<file path="config.mk">
export PLATFORM = sky130hd
export DESIGN_NAME = alu_op_issuer_flat
export DESIGN_NICKNAME = d
export VERILOG_FILES = /design/src/rtl/alu_op_issuer_pkg.sv /design/src/rtl/alu_op_issuer_if.sv /design/src/rtl/alu_issue_timer.sv /design/src/rtl/alu_op_issuer.sv /design/src/flat_wrapper.sv
export SDC_FILE = /design/constraint.sdc
export NUM_CORES = 1
export LEC_CHECK = 0
export ABC_AREA = 1
export CAP_MARGIN = 25
export CORE_MARGIN = 1
export CORE_UTILIZATION = 45
export DETAILED_ROUTE_END_ITERATION = 12
export DONT_BUFFER_PORTS = 1
export SETUP_SLACK_MARGIN = 0.05
export SLEW_MARGIN = 25
export SYNTH_ARGS = -nofsm -noshare
export SYNTH_HDL_FRONTEND = slang
export SYNTH_SLANG_ARGS = --single-unit
</file>
<file path="constraint.sdc">
create_clock -name clk -period 2.88 [get_ports clk]
set_input_delay 0.576 -clock clk [delete_from_list [all_inputs] [get_ports clk]]
set_output_delay 0.576 -clock clk [all_outputs]
set_load 0.005 [all_outputs]
</file>
<file path="src/rtl/alu_op_issuer_pkg.sv">
// Shared opcode codes, FSM state encoding and helpers for the ALU operation issuer.
package alu_op_issuer_pkg;

  localparam int OP_AND   = 0;
  localparam int OP_OR    = 1;
  localparam int OP_XOR   = 2;
  localparam int OP_NOT   = 3;
  localparam int OP_SUM   = 4;
  localparam int OP_SUB   = 5;
  localparam int OP_ASL   = 6;
  localparam int OP_COMP2 = 7;
  localparam int OP_LAST  = OP_COMP2;

  // Settle counter width: SETTLE_CYCLES ranges over 0..15.
  localparam int CNT_W = 4;

  typedef enum logic [1:0] {
    ST_IDLE = 2'd0,
    ST_WAIT = 2'd1,
    ST_DONE = 2'd2
  } state_t;

  // Opcodes above OP_LAST have no ALU meaning and are answered with an error.
  function automatic logic op_is_legal(input int unsigned op);
    return (op <= OP_LAST);
  endfunction

endpackage

</file>
<file path="src/rtl/alu_op_issuer_if.sv">
// Command, ALU and result ports of the issuer grouped into one bundle.
interface alu_op_issuer_if #(
  parameter int N = 3
);
  logic       cmd_valid;
  logic       cmd_ready;
  logic [N:0] cmd_op;
  logic [N:0] cmd_a;
  logic [N:0] cmd_b;
  logic       cmd_chain;

  logic [N:0] alu_operation;
  logic [N:0] alu_input1;
  logic [N:0] alu_input2;
  logic [N:0] alu_output1;

  logic       res_valid;
  logic       res_ready;
  logic [N:0] res_data;
  logic       res_err;

  // Issuer side.
  modport slave (
    input  cmd_valid, cmd_op, cmd_a, cmd_b, cmd_chain, alu_output1, res_ready,
    output cmd_ready, alu_operation, alu_input1, alu_input2, res_valid, res_data, res_err
  );

  // Command producer / ALU / result consumer side.
  modport master (
    output cmd_valid, cmd_op, cmd_a, cmd_b, cmd_chain, alu_output1, res_ready,
    input  cmd_ready, alu_operation, alu_input1, alu_input2, res_valid, res_data, res_err
  );
endinterface

</file>
<file path="src/rtl/alu_issue_timer.sv">
// Settle-cycle down-counter: load a start value, decrement on request, flag zero.
module alu_issue_timer #(
  parameter int W = 4
) (
  input  logic         clk,
  input  logic         reset_n,
  input  logic         load,
  input  logic [W-1:0] load_val,
  input  logic         dec,
  output logic         zero
);

  logic [W-1:0] cnt_q;
  logic [W-1:0] cnt_d;

  // Load takes priority; decrement saturates at zero.
  always_comb begin
    cnt_d = cnt_q;
    if (load) begin
      cnt_d = load_val;
    end else if (dec && (cnt_q != '0)) begin
      cnt_d = cnt_q - 1'b1;
    end
  end

  // Counter register.
  always_ff @(posedge clk or negedge reset_n) begin
    if (!reset_n) begin
      cnt_q <= '0;
    end else begin
      cnt_q <= cnt_d;
    end
  end

  assign zero = (cnt_q == '0);

endmodule

</file>
<file path="src/rtl/alu_op_issuer.sv">
// Issues one command to a combinational ALU, waits for it to settle, and returns
// the captured result; keeps an accumulator for chained commands.
module alu_op_issuer
  import alu_op_issuer_pkg::*;
#(
  parameter int N             = 3,
  parameter int SETTLE_CYCLES = 1
) (
  input  logic             clk,
  input  logic             reset_n,
  alu_op_issuer_if.slave   bus,
  output logic             busy,
  output logic [7:0]       res_count
);

  state_t     state_q, state_d;
  logic [N:0] op_q, op_d;
  logic [N:0] in1_q, in1_d;
  logic [N:0] in2_q, in2_d;
  logic [N:0] acc_q, acc_d;
  logic [N:0] res_data_q, res_data_d;
  logic       res_err_q, res_err_d;
  logic       res_valid_q, res_valid_d;
  logic       cmd_ready_q, cmd_ready_d;
  logic       busy_q, busy_d;
  logic [7:0] res_count_q, res_count_d;

  logic       timer_load;
  logic       timer_dec;
  logic       timer_zero;

  alu_issue_timer #(
    .W(CNT_W)
  ) u_timer (
    .clk     (clk),
    .reset_n (reset_n),
    .load    (timer_load),
    .load_val(CNT_W'(SETTLE_CYCLES)),
    .dec     (timer_dec),
    .zero    (timer_zero)
  );

  // Next-state logic: handshake outputs are computed one cycle ahead so they leave flops.
  always_comb begin
    state_d     = state_q;
    op_d        = op_q;
    in1_d       = in1_q;
    in2_d       = in2_q;
    acc_d       = acc_q;
    res_data_d  = res_data_q;
    res_err_d   = res_err_q;
    res_valid_d = res_valid_q;
    cmd_ready_d = cmd_ready_q;
    busy_d      = busy_q;
    res_count_d = res_count_q;
    timer_load  = 1'b0;
    timer_dec   = 1'b0;

    case (state_q)
      ST_IDLE: begin
        if (bus.cmd_valid) begin
          cmd_ready_d = 1'b0;
          busy_d      = 1'b1;
          if (op_is_legal(32'(bus.cmd_op))) begin
            // Only legal commands ever reach the ALU ports.
            op_d       = bus.cmd_op;
            in1_d      = bus.cmd_chain ? acc_q : bus.cmd_a;
            in2_d      = bus.cmd_b;
            timer_load = 1'b1;
            state_d    = ST_WAIT;
          end else begin
            res_data_d  = '0;
            res_err_d   = 1'b1;
            res_valid_d = 1'b1;
            state_d     = ST_DONE;
          end
        end
      end
      ST_WAIT: begin
        if (timer_zero) begin
          res_data_d  = bus.alu_output1;
          acc_d       = bus.alu_output1;
          res_err_d   = 1'b0;
          res_valid_d = 1'b1;
          state_d     = ST_DONE;
        end else begin
          timer_dec = 1'b1;
        end
      end
      ST_DONE: begin
        if (bus.res_ready) begin
          res_count_d = res_count_q + 8'd1;
          res_valid_d = 1'b0;
          cmd_ready_d = 1'b1;
          busy_d      = 1'b0;
          state_d     = ST_IDLE;
        end
      end
      default: begin
        res_valid_d = 1'b0;
        cmd_ready_d = 1'b1;
        busy_d      = 1'b0;
        state_d     = ST_IDLE;
      end
    endcase
  end

  // FSM, operand latches, accumulator and result registers.
  always_ff @(posedge clk or negedge reset_n) begin
    if (!reset_n) begin
      state_q     <= ST_IDLE;
      op_q        <= '0;
      in1_q       <= '0;
      in2_q       <= '0;
      acc_q       <= '0;
      res_data_q  <= '0;
      res_err_q   <= 1'b0;
      res_valid_q <= 1'b0;
      cmd_ready_q <= 1'b1;
      busy_q      <= 1'b0;
      res_count_q <= '0;
    end else begin
      state_q     <= state_d;
      op_q        <= op_d;
      in1_q       <= in1_d;
      in2_q       <= in2_d;
      acc_q       <= acc_d;
      res_data_q  <= res_data_d;
      res_err_q   <= res_err_d;
      res_valid_q <= res_valid_d;
      cmd_ready_q <= cmd_ready_d;
      busy_q      <= busy_d;
      res_count_q <= res_count_d;
    end
  end

  assign bus.cmd_ready     = cmd_ready_q;
  assign bus.alu_operation = op_q;
  assign bus.alu_input1    = in1_q;
  assign bus.alu_input2    = in2_q;
  assign bus.res_valid     = res_valid_q;
  assign bus.res_data      = res_data_q;
  assign bus.res_err       = res_err_q;
  assign busy              = busy_q;
  assign res_count         = res_count_q;

endmodule
</file>
<file path="src/flat_wrapper.sv">
// flat-port wrapper written by rule: the top's interface ports become plain ports
module alu_op_issuer_flat import alu_op_issuer_pkg::*;
#(
  parameter int N             = 3,
  parameter int SETTLE_CYCLES = 1
)
  (clk, reset_n, busy, res_count, bus_cmd_valid, bus_cmd_op, bus_cmd_a, bus_cmd_b, bus_cmd_chain, bus_alu_output1, bus_res_ready, bus_cmd_ready, bus_alu_operation, bus_alu_input1, bus_alu_input2, bus_res_valid, bus_res_data, bus_res_err);
  alu_op_issuer_if #(.N(N)) bus_i ();
  input  logic clk;
  input  logic reset_n;
  output logic busy;
  output logic [7:0] res_count;
  input wire logic [$bits(bus_i.cmd_valid)-1:0] bus_cmd_valid;
  input wire logic [$bits(bus_i.cmd_op)-1:0] bus_cmd_op;
  input wire logic [$bits(bus_i.cmd_a)-1:0] bus_cmd_a;
  input wire logic [$bits(bus_i.cmd_b)-1:0] bus_cmd_b;
  input wire logic [$bits(bus_i.cmd_chain)-1:0] bus_cmd_chain;
  input wire logic [$bits(bus_i.alu_output1)-1:0] bus_alu_output1;
  input wire logic [$bits(bus_i.res_ready)-1:0] bus_res_ready;
  output wire logic [$bits(bus_i.cmd_ready)-1:0] bus_cmd_ready;
  output wire logic [$bits(bus_i.alu_operation)-1:0] bus_alu_operation;
  output wire logic [$bits(bus_i.alu_input1)-1:0] bus_alu_input1;
  output wire logic [$bits(bus_i.alu_input2)-1:0] bus_alu_input2;
  output wire logic [$bits(bus_i.res_valid)-1:0] bus_res_valid;
  output wire logic [$bits(bus_i.res_data)-1:0] bus_res_data;
  output wire logic [$bits(bus_i.res_err)-1:0] bus_res_err;
  assign bus_i.cmd_valid = bus_cmd_valid;
  assign bus_i.cmd_op = bus_cmd_op;
  assign bus_i.cmd_a = bus_cmd_a;
  assign bus_i.cmd_b = bus_cmd_b;
  assign bus_i.cmd_chain = bus_cmd_chain;
  assign bus_i.alu_output1 = bus_alu_output1;
  assign bus_i.res_ready = bus_res_ready;
  assign bus_cmd_ready = bus_i.cmd_ready;
  assign bus_alu_operation = bus_i.alu_operation;
  assign bus_alu_input1 = bus_i.alu_input1;
  assign bus_alu_input2 = bus_i.alu_input2;
  assign bus_res_valid = bus_i.res_valid;
  assign bus_res_data = bus_i.res_data;
  assign bus_res_err = bus_i.res_err;
  alu_op_issuer #(.N(N), .SETTLE_CYCLES(SETTLE_CYCLES)) u_core (.clk(clk), .reset_n(reset_n), .bus(bus_i), .busy(busy), .res_count(res_count));
endmodule
</file>
Word level (Yosys, flattened, before mapping)

Cells that the tools add are included.

Multiplexer cells: 29
$add $sub $neg: 2
Bitwise logic cells: 1
Equal/unequal tests: 6
Reductions and logical operators: 13
Magnitude comparators: 1

Operators with widths:

| kind                                                                     | number |
|---|---|
| 4-bit two-way mux                                                        | 6 |
| 1-bit two-way mux                                                        | 13 |
| 1-bit case mux with 3 select lines                                       | 3 |
| 3-bit AND reduction                                                      | 3 |
| 8-bit by 1-bit adder with 8-bit output (second input constant)           | 1 |
| 2-bit two-way mux                                                        | 4 |
| 4-bit case mux with 2 select lines                                       | 1 |
| 4-bit AND reduction                                                      | 2 |
| 2-bit inequality test (second input constant)                            | 3 |
| 2-bit case mux with 3 select lines                                       | 1 |
| 4-bit by 3-bit <= comparator with 1-bit output (second input constant)   | 1 |
| 4-bit zero test                                                          | 1 |
| 2-bit AND reduction                                                      | 2 |
| 2-bit nonzero test                                                       | 2 |
| 4-bit nonzero test                                                       | 1 |
| 4-bit by 1-bit subtractor with 4-bit output (second input constant)      | 1 |
| 2-bit by 1-bit == test with 1-bit output (second input constant)         | 1 |
| 2-bit == test (second input constant)                                    | 1 |
| 2-bit zero test                                                          | 1 |
| 2-bit by 1-bit inequality test with 1-bit output (second input constant) | 1 |
| 1-bit case mux with 2 select lines                                       | 1 |
| 1-bit logical AND                                                        | 1 |
| 1-bit NOT                                                                | 1 |

Register bits: 38
Bits of input ports: 21
Word-level logic and storage cells: 64
Output and inout port bits: 28

Depth between registers and ports, before layout

Word-level depth: 6
Mapped depth: 7
Gate-level depth less buffers: 7

Hierarchy

A second synthesis with hierarchy kept.

Cells, all modules: 222
Area, all modules: 1828.0 um2

By module, submodules not included:

| module          | instances | cells an instance | area each (um2) | seq. area each (um2) |
|---|---|---|---|---|
| alu_op_issuer   | 1         | 176               | 1532.7          | 852.1 |
| alu_issue_timer | 1         | 46                | 295.3           | 100.1 |

Worst setup path after synthesis

No wires, ideal clock.

Path kind: input -> register
Start point: in bus_cmd_op[3]
End point: reg u_core.in1_q[0], in the netlist u_core.bus.alu_input1[0]
Cell stages on the path: 5
Arrival: 1.082 ns
Slack: 1.675 ns
Path buffers: 1
Setup time: 0.124 ns
Cells stage by stage: inv_1 > nand3_4 > buf_4 > nand2_1 > nand2_1

Cells in the longest elaborated chain, start to end: 2

Ends and longest elaborated chain:

| item                                           | RTL line                | text |
|---|---|---|
| start, declared                                | flat_wrapper.sv:14      | `input wire logic [$bits(bus_i.cmd_op)-1:0] bus_cmd_op;` |
| 4-bit by 3-bit <= comparator with 1-bit output | alu_op_issuer_pkg.sv:25 | `return (op <= OP_LAST);` |
| 3-bit AND reduction (no source line)           | --                      |  |
| end signal, assigned                           | alu_op_issuer.sv:125    | `in1_q <= in1_d;` |
| end, declared                                  | alu_op_issuer.sv:18     | `logic [N:0] in1_q, in1_d;` |

Every way passes these cells.
A chain may end at the register's enable or synchronous reset.

Worst setup path after layout

Start point: reg u_core.cmd_ready_q, in the netlist u_core.bus.cmd_ready
End point: out bus_cmd_ready

RTL lines:

| item                   | RTL line             | text |
|---|---|---|
| start, declared        | alu_op_issuer.sv:24  | `logic cmd_ready_q, cmd_ready_d;` |
| start signal, assigned | alu_op_issuer.sv:131 | `cmd_ready_q <= cmd_ready_d;` |
| end, declared          | flat_wrapper.sv:20   | `output wire logic [$bits(bus_i.cmd_ready)-1:0] bus_cmd_ready;` |

No word-level cell between the ends.

==> out/qor.txt <==
Status -> completed
RSZ-0062 raised after global routing -> false
WL/cell -> 13.8 um
PortBufs -> 0
Area growth, synth to finish -> 8.09%
Compound-Gate Fraction of Synth Area -> 5.49%
CTS sink cnt -> 38
Max-cap violations -> 0
Die area -> 0.00421 sq mm
Grt met1 use -> 21.7%
VDD IR max -> 469 uV
Largest net degree at the start of global routing -> 38
Via Count -> 1296
Post-route ant nets -> 0
First drt pass iteration count -> 4
CTS Buf Count -> 5
GRT Total Usage -> 19.2%
Wirelength, routed -> 3520 um
Busiest layer in global routing -> met2
Dpl cell area -> 0.00181 sq mm
Pwr/cell area -> 1010 mW/mm^2
Chip height -> 64.9 um
Crit end category -> output pin
Required @ worst endpoint -> 2300 ps
Number of diodes -> 0
CTS tree -> done
Number of global-route vias before repair -> 1265
Fin crit share -> 48.8%
Syn Nets -> 226
Final Instance Area -> 0.00192 sq mm
Synth cell types -> 26
Clk buf depth -> 2
Share of layout cells above drive strength 1 -> 11.5%
Setup Fix Bufs, Post-CTS -> 0
Leading area contributor after synthesis -> dfrtp_1
Met2 usage -> 31.1%
Skew final -> 8.64 ps
Mean number of vias per cell -> 5.06
Worst skew pair latency -> 290 ps
Drt drc -> 0
Final hold viol count -> 0
Final setup fails -> 0
Largest fanout on the critical path -> 2
Kind of critical path -> reg2out
IO Pins -> 49
Synth Area in Simple Gates -> 29.9%
Clock Tree Root -> clkbuf_8
Leak pwr -> 1.03 nW
Largest family of logic cells by synthesized area -> simple AND/OR/NAND/NOR gates
Post-Syn Area -> 0.00178 sq mm
Final GP Congestion -> 0.768
Slew headroom -> 78.4%
Core area -> 0.00372 sq mm
Setup crit start -> u_core.bus.cmd_ready
Mapped Cells -> 202
RR Startpoint -> u_core.state_q[1]
TNS Setup -> 0 ps
Critical Path AT -> 830 ps
GR Layer Usage met3 -> 8.63%
Synthesized area per cell -> 8.80 sq um
Number of H-tree levels -> 2
First-pass GRT wire length -> 5930 um
FP Rows -> 22
Seq/Total Area, Yosys -> 53.6%
F_max -> 0.711 GHz
Final min period -> 1410 ps
Clock-pin slew on the worst setup and hold paths -> 70 ps
Synth warn -> 0
Slew @ Worst Pin -> 324 ps
Initial antenna violation count -> 0
Synth Area in XOR/XNOR -> 1.97%
Adder-cell area share of the yosys netlist -> 2.11%
Setup crit start kind -> flip-flop
Final HPWL DP -> 2520 um
Hold/Removal Path Class -> in2async
Post-synthesis mux area share -> 0%
Initial core utilization -> 47.8%
Synthesized flop and latch total -> 38
Final core occ -> 51.7%
GR Overflow Total -> 0
Final Max Slew Viols -> 0
Iter 0 DRT Violations -> 105
Top post-synthesis cells by area -> dfrtp_1 52%, nand2_1 18%, inv_1 4.6%
Die W -> 64.9 um
Synth top area share -> 52.1%
Nets -> 231
[flip-flops by register name, indices dropped and copies added, names as in the netlist]
signal and count:
u_core.bus.alu_input1 4, u_core.bus.cmd_ready 1, u_core.res_count 8, u_core.u_timer.cnt_q 4
u_core.bus.alu_operation 4, u_core.state_q 2, u_core.bus.alu_input2 4, u_core.busy 1
u_core.acc_q 4, u_core.bus.res_err 1, u_core.bus.res_valid 1, u_core.bus.res_data 4
[synth_stat cells]
master	count
inv_1	22
dfstp_2	1
nand2_4	1
inv_2	2
nor2_1	5
buf_8	1
nand4_1	2
ha_1	3
dfrtp_1	37
nand3b_1	3
nand2_2	2
nor2_4	3
nand2_1	86
nand3_1	9
xor2_1	4
o211ai_2	2
inv_4	1
a21oi_1	1
o21ai_1	1
o211ai_1	1
o21ai_0	8
nand3_4	3
buf_2	1
o21ai_2	1
buf_4	1
o22ai_1	1
[kinds of logic after synthesis]
| group | Yosys count |
|---|---|
| AND/OR/NAND/NOR | 114 |
| flip-flops | 38 |
| buffers and inverters | 28 |
| AO/OA/AOI/OAI | 15 |
| XOR/XNOR | 4 |
| adder cells (fa/ha/maj) | 3 |
[worst paths after layout]
check	endpoint	slack (ps)	cells past startpoint
worst max-delay path	bus_cmd_ready	1470	0
worst min-delay path	u_core.res_count[2]	110	1
min in group clk	u_core.bus.alu_operation[0]	390	2
max in group asynchronous	u_core.res_count[0]	2580	1
worst max register to register	u_core.bus.alu_input1[0]	1510	5
worst min register to register	u_core.bus.cmd_ready	490	2
[through the flow]
| step | total power, W | worst slack (ps) | hold slack (ps) | std cells |
|---|---|---|---|---|
| 6_report | 0.00195 | 1470 | 112 | 256 |
| 5_1_grt | 0.00212 | 1360 | 106 | 256 |
| 4_1_cts | 0.00197 | 1470 | 114 | 256 |
| 3_5_place_dp | 0.00157 | 1520 | 281 | 247 |
| 3_3_place_gp | 0.00154 | 1550 | 281 | 247 |
| 2_1_floorplan | 0.00144 | 1670 | 280 | 202 |
[timing repair]
action / 4_1_cts / 5_1_grt
hold buffers: 1 / 0
gates resized for setup: 0 / 0
hold endpoints to repair: 37 / 0
[placed cells by master (no fill, tap or decap), types with 4 or more instances in the layout]
| cell | instances |
|---|---|
| dfrtp_1 | 37 |
| xor2_1 | 4 |
| clkbuf_8 | 6 |
| o21ai_0 | 8 |
| nor2_1 | 5 |
| inv_1 | 22 |
| nand2_1 | 86 |
| nand3_1 | 9 |
[final cells by class]
type | count | area [sq um]
clock buffer | 7 | 86.3
clock inverter | 1 | 5.00
fill | 351 | 1790
inverter | 25 | 96.3
multi-input combinational | 136 | 702
sequential | 38 | 952
tap | 48 | 60.1
timing repair buffer | 1 | 20.0
[per-layer routing]
metal,vias up,wire (um)
met3,4,335
met2,47,1650
li1,632,-
met1,613,1490
met4,0,45
met5,-,0
[where the power goes]
group,switching (W),internal (W),total [W]
Sequential,0.000202,0.000768,0.000971
Clock,0.000180,0.000193,0.000373
Combinational,0.000386,0.000218,0.000605
Total,0.000768,0.00118,0.00195
Note: power is estimated with default switching activity, not from simulation.
